**config.mk**
```make
export PLATFORM = sky130hd
export DESIGN_NAME = motor_switch_ctrl
export DESIGN_NICKNAME = d
export VERILOG_FILES = /design/src/rtl/motor_switch_pkg.sv /design/src/rtl/deadtime_gate.sv /design/src/rtl/motor_switch_ctrl.sv
export SDC_FILE = /design/constraint.sdc
export NUM_CORES = 1
export LEC_CHECK = 0
export CORE_ASPECT_RATIO = 1.2
export CORE_MARGIN = 2
export CORE_UTILIZATION = 32
export DETAILED_ROUTE_END_ITERATION = 10
export SLEW_MARGIN = 40
export SYNTH_ARGS = -nofsm -noshare
export SYNTH_HDL_FRONTEND = slang
export SYNTH_SLANG_ARGS = --single-unit
export TNS_END_PERCENT = 10
```
**constraint.sdc**
```tcl
create_clock -name clk -period 2.7 [get_ports clk]
set_input_delay 0.54 -clock clk [delete_from_list [all_inputs] [get_ports clk]]
set_output_delay 0.54 -clock clk [all_outputs]
set_load 0.1 [all_outputs]
```
**src/rtl/motor_switch_pkg.sv**
```systemverilog
// Shared opcodes, FSM encoding and frame-length helpers for motor_switch_ctrl.
package motor_switch_pkg;

    localparam logic [1:0] OP_DIR      = 2'b00;
    localparam logic [1:0] OP_SERVO_EN = 2'b01;
    localparam logic [1:0] OP_MOTOR_EN = 2'b10;
    localparam logic [1:0] OP_RSVD     = 2'b11;

    typedef enum logic [1:0] {
        ST_IDLE  = 2'd0,
        ST_SHIFT = 2'd1,
        ST_CHECK = 2'd2
    } state_t;

    function automatic int max_int(input int a, input int b);
        return (a > b) ? a : b;
    endfunction

    // Opcode + payload, plus one trailing parity bit when parity is built in.
    function automatic int frame_len(input int data_w, input bit parity);
        return data_w + 2 + (parity ? 1 : 0);
    endfunction

endpackage

```
**src/rtl/deadtime_gate.sv**
```systemverilog
// Per-motor dead-time counter: a direction flip holds dt_active high for DEADTIME cycles.
module deadtime_gate #(
    parameter int DEADTIME = 4
) (
    input  logic clk,
    input  logic reset,
    input  logic flip,
    output logic dt_active
);

    localparam int CNT_W = (DEADTIME > 0) ? $clog2(DEADTIME + 1) : 1;

    logic [CNT_W-1:0] cnt;

    // A flip during an active countdown restarts the full window.
    always_ff @(posedge clk) begin
        if (reset) begin
            cnt <= '0;
        end else if (flip) begin
            cnt <= CNT_W'(DEADTIME);
        end else if (cnt != '0) begin
            cnt <= cnt - CNT_W'(1);
        end
    end

    assign dt_active = (cnt != '0);

endmodule

```
**src/rtl/motor_switch_ctrl.sv**
```systemverilog
// Motor/servo PWM router configured over a cs/sda framed link.
// Define MOTOR_SWITCH_PARITY_EN to require a trailing even-parity bit on every frame.
module motor_switch_ctrl
    import motor_switch_pkg::*;
#(
    parameter int NUM_MOTORS = 6,
    parameter int NUM_SERVOS = 6,
    parameter int DEADTIME   = 4
) (
    input  logic                    clk,
    input  logic                    reset,
    input  logic                    cs,
    input  logic                    sda,
    input  logic [NUM_MOTORS-1:0]   motors_in,
    input  logic                    servo_in,
    output logic [2*NUM_MOTORS-1:0] motors_out,
    output logic [NUM_SERVOS-1:0]   servos_out,
    output logic                    cfg_valid,
    output logic                    frame_err,
    output logic [NUM_MOTORS-1:0]   dt_active
);

    localparam int DATA_W  = max_int(NUM_MOTORS, NUM_SERVOS);
    localparam int FRAME_W = DATA_W + 2;
`ifdef MOTOR_SWITCH_PARITY_EN
    localparam bit PARITY = 1'b1;
`else
    localparam bit PARITY = 1'b0;
`endif
    localparam int EXP_LEN = frame_len(DATA_W, PARITY);
    localparam int MAX_CNT = EXP_LEN + 1;
    localparam int CNT_W   = $clog2(MAX_CNT + 1);

    state_t state, state_next;

    logic [EXP_LEN-1:0]    frame;
    logic [CNT_W-1:0]      bitcnt;
    logic [1:0]            opcode;
    logic [DATA_W-1:0]     payload;
    logic                  len_ok;
    logic                  parity_ok;
    logic                  frame_ok;

    logic [NUM_MOTORS-1:0] dir_reg;
    logic [NUM_MOTORS-1:0] motor_en_reg;
    logic [NUM_SERVOS-1:0] servo_en_reg;
    logic [NUM_MOTORS-1:0] dir_flip;

    assign opcode  = frame[1:0];
    assign payload = frame[FRAME_W-1:2];
    assign len_ok  = (bitcnt == CNT_W'(EXP_LEN));

`ifdef MOTOR_SWITCH_PARITY_EN
    assign parity_ok = ~^frame;
`else
    assign parity_ok = 1'b1;
`endif

    assign frame_ok = len_ok && (opcode != OP_RSVD) && parity_ok;

    always_ff @(posedge clk) begin
        if (reset) begin
            state <= ST_IDLE;
        end else begin
            state <= state_next;
        end
    end

    // CHECK always returns to IDLE; a cs=1 seen in CHECK is deliberately ignored.
    always_comb begin
        state_next = state;
        cfg_valid  = 1'b0;
        frame_err  = 1'b0;
        case (state)
            ST_IDLE: begin
                if (cs) state_next = ST_SHIFT;
            end
            ST_SHIFT: begin
                if (!cs) state_next = ST_CHECK;
            end
            ST_CHECK: begin
                state_next = ST_IDLE;
                if (frame_ok) cfg_valid = 1'b1;
                else          frame_err = 1'b1;
            end
            default: state_next = ST_IDLE;
        endcase
    end

    // Bits land LSB first; bitcnt stops one past the expected length to flag overlong frames.
    always_ff @(posedge clk) begin
        if (reset) begin
            frame  <= '0;
            bitcnt <= '0;
        end else if (state == ST_IDLE && cs) begin
            frame  <= EXP_LEN'(sda);
            bitcnt <= CNT_W'(1);
        end else if (state == ST_SHIFT && cs) begin
            if (bitcnt < CNT_W'(EXP_LEN)) begin
                frame <= frame | (EXP_LEN'(sda) << bitcnt);
            end
            if (bitcnt != CNT_W'(MAX_CNT)) begin
                bitcnt <= bitcnt + CNT_W'(1);
            end
        end
    end

    always_ff @(posedge clk) begin
        if (reset) begin
            dir_reg      <= '0;
            motor_en_reg <= '0;
            servo_en_reg <= '0;
        end else if (cfg_valid) begin
            case (opcode)
                OP_DIR:      dir_reg      <= payload[NUM_MOTORS-1:0];
                OP_SERVO_EN: servo_en_reg <= payload[NUM_SERVOS-1:0];
                OP_MOTOR_EN: motor_en_reg <= payload[NUM_MOTORS-1:0];
                default:     ;
            endcase
        end
    end

    assign dir_flip = (cfg_valid && opcode == OP_DIR) ?
                      (payload[NUM_MOTORS-1:0] ^ dir_reg) : '0;

    for (genvar i = 0; i < NUM_MOTORS; i++) begin : g_motor
        deadtime_gate #(
            .DEADTIME (DEADTIME)
        ) u_deadtime_gate (
            .clk       (clk),
            .reset     (reset),
            .flip      (dir_flip[i]),
            .dt_active (dt_active[i])
        );

        assign motors_out[2*i]   = motors_in[i] & motor_en_reg[i] & ~dir_reg[i] & ~dt_active[i];
        assign motors_out[2*i+1] = motors_in[i] & motor_en_reg[i] &  dir_reg[i] & ~dt_active[i];
    end

    assign servos_out = {NUM_SERVOS{servo_in}} & servo_en_reg;

endmodule

```
==> flow_metrics.env, run 1 <==
export IMPL_synth_avg_cell_area_um2=8.55
export IMPL_ctsHoldBuffers=0
export IMPL_fin_crit_sh_pct=86.8
export IMPL_reg2reg_slack_ns=0.69
export IMPL_ys_async_sr_fraction_pct=0
export IMPL_clockBufferDepth=2
export IMPL_dp_slack_ns=0.573
export IMPL_grt_max_degree=51
export IMPL_ys_warnings_count=0
export IMPL_synth_top_area_share_pct=36.8
export IMPL_post_route_min_period_ns=2.34
export IMPL_hold_depth=2
export IMPL_post_cts_buffers=0
export IMPL_syn_nets=350
export IMPL_critPathArrivalTime_ns=1.80
export IMPL_critPathKind="reg -> out"
export IMPL_grt_antenna_before_repair=0
export IMPL_drtIter0Drc=67
export IMPL_cts_root_buffer="clkbuf_8"
export IMPL_drv_cap=0
export IMPL_relSlewSlack_pct=66.5
export IMPL_via_count=2052
export IMPL_yosysSeqAreaShare_pct=36.8
export IMPL_path_max_fanout=11
export IMPL_fp_dieArea_um2=9260
export IMPL_setup_viol=0
export IMPL_post_route_util_pct=41.8
export IMPL_worstHoldStart="servo_en_reg[4]"
export IMPL_r2r_cells=5
export IMPL_holdPathEnd="servo_en_reg[4]"
export IMPL_critPathCaptureType="output port"
export IMPL_hold_ws_ns=0.477
export IMPL_initial_core_util_pct=33.2
export IMPL_hpwlAfterDp_um=3730
export IMPL_syn_inst=318
export IMPL_powerDensity_nw_per_um2=833
export IMPL_ant_nets=0
export IMPL_fp_dieH_um=105
export IMPL_grt_overflow=0
export IMPL_totalWireLength_um=5140
export IMPL_outcome="complete, no violations"
export IMPL_grt_util_all_layers_pct=11.7
export IMPL_min_path_type="reg -> reg"
export IMPL_cts_made_buffers=5
export IMPL_ir_drop_mv=0.231
export IMPL_worstReg2RegStart="bitcnt[1]"
export IMPL_synth_flop_cell="dfxtp_1"
export IMPL_ys_top_cells_by_count="dfxtp_1 (50), inv_1 (40), nor2_1 (34), nand2b_1 (26), ha_1 (21)"
export IMPL_drcViolationCount=0
export IMPL_area_growth_synth_to_final_pct=26.0
export IMPL_cts_num_sinks=50
export IMPL_synth_cell_types=40
export IMPL_synth_edf_count=0
export IMPL_crit_path_start_kind="flip-flop"
export IMPL_required_ns=2.16
export IMPL_fill_cells=852
export IMPL_power_mw=2.86
export IMPL_synth_most_common_cell="dfxtp_1"
export IMPL_largest_reg_flops=18
export IMPL_tightestPinTransition_ns=0.502
export IMPL_hold_viol=0
export IMPL_gp_congestion=0.754
export IMPL_rsz0062_at_grt="no"
export IMPL_finalClockSkew_ns=0.00814
export IMPL_drive_gt1_share_pct=14.5
export IMPL_yosysTopAreaCell="dfxtp_1"
export IMPL_ctsHtreeMaxLevel=2
export IMPL_leakagePower_nw=1.37
export IMPL_synthTopCellsByArea="dfxtp_1 (37%), ha_1 (9.7%), mux2i_1 (6.6%)"
export IMPL_num_rows=36
export IMPL_setup_ws_ns=0.356
export IMPL_fmaxAchievable_mhz=427
export IMPL_ys_ff_latch=50
export IMPL_io_pins=37
export IMPL_wire_per_inst_um=11.4
export IMPL_clk_latency_ns=0.30
export IMPL_regToRegEndpoint="servo_en_reg[2]"
export IMPL_netlist_area_um2=2720
export IMPL_portBuffers=36
export IMPL_drv_slew=0
export IMPL_core_area_um2=8200
export IMPL_reg_top3="g_motor.u_deadtime_gate.cnt (18), frame (8)"
export IMPL_antenna_cells=0
export IMPL_largest_register="g_motor.u_deadtime_gate.cnt"
export IMPL_grt_pass1_wl_um=8740
export IMPL_drtPass1Iterations=4
export IMPL_die_x_um=88.2
export IMPL_tritoncts="done"
export IMPL_grt_pass1_vias=1921
export IMPL_via_per_inst=4.53
export IMPL_nNetsFinal=370
export IMPL_cts_resized_gates=0
export IMPL_clkTransAtPathRegs_ns=0.10
[cells by family after synthesis]
group	Yosys count	share of synthesized area, %
flip-flops	50	36.8
adder cells (fa/ha/maj)	21	9.66
buffers and inverters	66	10.6
multiplexers	18	6.62
XOR/XNOR	12	3.86
AND/OR/NAND/NOR	114	23.3
AO/OA/AOI/OAI	37	9.15
[worst max-delay path by stage]
stage	from	endpoint	slack (ns)
global route	bitcnt[1]	cfg_valid	0.22
floorplan	bitcnt[0]	cfg_valid	-0.09
CTS	bitcnt[1]	cfg_valid	0.33
detailed placement	servo_in	servos_out[0]	0.57
finish	bitcnt[1]	cfg_valid	0.36
global placement	servo_in	servos_out[0]	0.56
[cell type report]
cell class / count / area [µm²] / share of cell area, %
Inverter: 40 / 150 / 4.38
Tap cell: 114 / 143 / 4.16
Clock buffer: 5 / 68.8 / 2.01
Sequential cell: 50 / 1000 / 29.2
Clock inverter: 3 / 45.0 / 1.31
Multi-Input combinational cell: 202 / 1440 / 42.0
Timing Repair Buffer: 39 / 581 / 16.9
[routing by layer]
layer | vias to the layer above | routed length [µm] | GRT usage (%) | share of wire (%)
met1 | 961 | 2420 | 15.3 | 47
met2 | 22 | 2520 | 19.0 | 49
li1 | 1063 | - | - | -
met5 | - | 0 | 0 | 0
met4 | 0 | 73 | 3.90 | 1.4
met3 | 6 | 130 | 2.45 | 2.5
[metrics by stage]
step	instances	TNS, ns	area (µm²)
floorplan	318	-0.918	2730
global placement	445	0	3310
detailed placement	445	0	3310
CTS	453	0	3430
global route	453	0	3430
finish	453	0	3430
[cells in the final DEF (no fill, tap or decap), types with 4 or more instances in the layout]
master           instances
dfxtp_1                 50
inv_1                   40
nor2_1                  33
nand2b_1                26
ha_1                    21
buf_12                  21
mux2i_1                 18
nor3_1                  18
a21oi_1                 17
clkdlybuf4s50_1         10
buf_4                    8
nand3_1                  7
and2_1                   7
xnor2_1                  6
o21ba_2                  6
xor2_1                   6
clkbuf_8                 5
a41oi_1                  4
[critical path: stages (launching register included)]
cell and delay, ns:
dfxtp_1 0.38, inv_1 0.10, ha_1 0.16, nand3b_2 0.26, a211oi_2 0.39, buf_12 0.22
[where the power goes]
| part | switching, mW | internal (mW) |
|---|---|---|
| sequential | 0.0650 | 0.859 |
| clock | 0.261 | 0.276 |
| combinational | 0.963 | 0.432 |
| total | 1.29 | 1.57 |
Power figures use the tool's default switching activity.
==> run 2, diff against run 1 <==
- CAP_MARGIN: not set -> 25
==> results of run 2 <==
Final layout, timing and power as in run 1 (identical DEF).
==> run 3, diff against run 2 <==
- ABC_AREA: not set -> 1
==> run 3 against run 2 <==
Against the previous run: wire length grew 12%; non-clock buffer count is the same; sequential cell count is the same; critical path type unchanged; largest cell class unchanged; largest power group unchanged; highest routed layer unchanged.
==> flow_metrics.env, run 3 <==
export IMPL_outcome="complete, no violations"
export IMPL_place_inst=556
export IMPL_initial_core_util_pct=33.0
export IMPL_fmaxAchievable_mhz=420
export IMPL_grt_pass1_wl_um=10200
export IMPL_portBuffers=36
export IMPL_antenna_cells=0
export IMPL_ctsHtreeMaxLevel=2
export IMPL_yosysTopAreaCell="dfxtp_1"
export IMPL_synth_most_common_cell="nand2_1"
export IMPL_reg2reg_slack_ns=0.96
export IMPL_path_max_fanout=28
export IMPL_layout_commonest_cell="nand2_1"
export IMPL_ys_async_sr_fraction_pct=0
export IMPL_via_per_inst=4.36
export IMPL_synth_avg_cell_area_um2=6.75
export IMPL_seqCellArea_um2=1000
export IMPL_synth_flop_cell="dfxtp_1"
export IMPL_yosysSeqAreaShare_pct=35.2
export IMPL_synth_top_area_share_pct=35.2
export IMPL_clk_latency_ns=0.30
export IMPL_cts_resized_gates=0
export IMPL_synthTopCellsByArea="dfxtp_1 (35%), nand2_1 (12%), inv_1 (12%)"
export IMPL_post_route_min_period_ns=2.38
export IMPL_die_x_um=90.0
export IMPL_synth_edf_count=0
export IMPL_synth_top_family_by_area="simple AND/OR/NAND/NOR gates"
export IMPL_largest_register="g_motor.u_deadtime_gate.cnt"
export IMPL_synth_cell_types=25
export IMPL_cts_made_buffers=5
export IMPL_synth_simple_area_share_pct=31.6
export IMPL_crit_path_start_kind="flip-flop"
export IMPL_cts_root_buffer="clkbuf_8"
export IMPL_hold_ws_ns=0.499
export IMPL_relSlewSlack_pct=59.0
export IMPL_num_rows=37
export IMPL_multi_input_area_um2=1390
export IMPL_fin_crit_sh_pct=88.3
export IMPL_drv_slew=0
export IMPL_drcViolationCount=0
export IMPL_rsz0062_at_grt="no"
export IMPL_tightestPinTransition_ns=0.614
export IMPL_drtPass1Iterations=4
export IMPL_synthAdderAreaFrac_pct=9.24
export IMPL_ir_drop_mv=0.190
export IMPL_largest_reg_flops=18
export IMPL_syn_nets=453
export IMPL_worstHoldStart="state[1]"
export IMPL_ant_nets=0
export IMPL_ys_warnings_count=0
export IMPL_powerDensity_nw_per_um2=699
export IMPL_clkTransAtPathRegs_ns=0.09
export IMPL_setup_viol=0
export IMPL_grt_pass1_vias=2349
export IMPL_wire_per_inst_um=10.3
export IMPL_core_area_um2=8610
export IMPL_layout_common_cells="nand2_1 (89), inv_1 (88), nor2_1 (58)"
export IMPL_grt_max_degree=29
export IMPL_critPathKind="reg -> out"
export IMPL_critPathArrivalTime_ns=1.84
export IMPL_fill_cells=910
export IMPL_finalNonFillerCells=563
export IMPL_worstReg2RegStart="bitcnt[0]"
export IMPL_ctsHoldBuffers=0
export IMPL_fp_dieArea_um2=9660
export IMPL_netlist_area_um2=2840
export IMPL_drive_gt1_share_pct=10.3
export IMPL_finalClockSkew_ns=0.00407
export IMPL_drv_cap=0
export IMPL_io_pins=37
export IMPL_critPathCaptureType="output port"
export IMPL_required_ns=2.16
export IMPL_via_count=2455
export IMPL_area_growth_synth_to_final_pct=24.2
export IMPL_leakagePower_nw=1.64
export IMPL_ys_top_cells_by_count="nand2_1 (89), inv_1 (88), nor2_1 (58), dfxtp_1 (50), nand4_1 (23)"
export IMPL_grt_antenna_before_repair=0
export IMPL_hpwlAfterDp_um=4340
export IMPL_nNetsFinal=478
export IMPL_drtIter0Drc=111
export IMPL_synth_mux_area_share_pct=0
export IMPL_synth_compound_area_share_pct=5.33
export IMPL_ys_ff_latch=50
export IMPL_tritoncts="done"
export IMPL_synth_xor_area_share_pct=2.16
export IMPL_min_path_type="reg -> reg"
export IMPL_clockBufferDepth=2
export IMPL_syn_inst=421
export IMPL_gp_congestion=0.856
export IMPL_reg_top3="g_motor.u_deadtime_gate.cnt (18), frame (8)"
export IMPL_fp_dieH_um=107
export IMPL_post_cts_buffers=0
export IMPL_worstSetupStartpoint="bitcnt[0]"
export IMPL_totalWireLength_um=5780
export IMPL_cts_num_sinks=50
export IMPL_hold_viol=0
export IMPL_grt_overflow=0
export IMPL_grt_util_all_layers_pct=12.7
## run 3: stage by stage
| stage | power [mW] | TNS [ns] | worst slack [ns] | utilization, % | area, µm² |
|---|---|---|---|---|---|
| 2_1_floorplan | 1.94 | -0.892 | -0.152 | - | 2860 |
| 3_3_place_gp | 2.04 | 0 | 0.670 | 40.1 | 3450 |
| 3_5_place_dp | 2.07 | 0 | 0.635 | 40.1 | 3450 |
| 4_1_cts | 2.50 | 0 | 0.291 | 41.0 | 3530 |
| 5_1_grt | 2.66 | 0 | 0.174 | 41.0 | 3530 |
| 6_report | 2.47 | 0 | 0.317 | 41.0 | 3530 |
## run 3: kinds of logic after synthesis
kind of cell	count (synthesis)
AO/OA/AOI/OAI	30
XOR/XNOR	7
adder cells (fa/ha/maj)	21
AND/OR/NAND/NOR	201
flip-flops	50
buffers and inverters	112
## run 3: routing by layer
layer	share of wire [%]	global-route usage [%]	vias to the layer above
met5	0	0	-
met4	1.6	5.38	0
met3	3.2	2.24	4
met2	50	23.7	40
met1	45	14.1	1091
li1	-	-	1320
## run 3: critical path, cell delays in order, from the launching register on
cell	delay, ns
dfxtp_1	0.46
inv_1	0.12
ha_1	0.20
nand2_1	0.22
nor2_8	0.13
nor3_2	0.20
buf_12	0.21
## run 3: final timing paths
path                          end  cells after the start
hold reg to reg          state[0]                      1
hold / removal           state[0]                      1
setup / recovery        frame_err                      6
setup reg to reg  motor_en_reg[2]                      8
## run 3: area by class of cell
type	instances	area share, %
flip-flops and latches	50	28.4
inverters	91	9.68
clock inverters	1	0.213
repair buffers	39	16.1
well taps	117	4.15
multi-input cells	259	39.5
clock buffers	6	2.06
## run 3: power breakdown
group	internal, mW	switching, mW
clock	0.178	0.244
sequential	0.837	0.0556
combinational	0.343	0.811
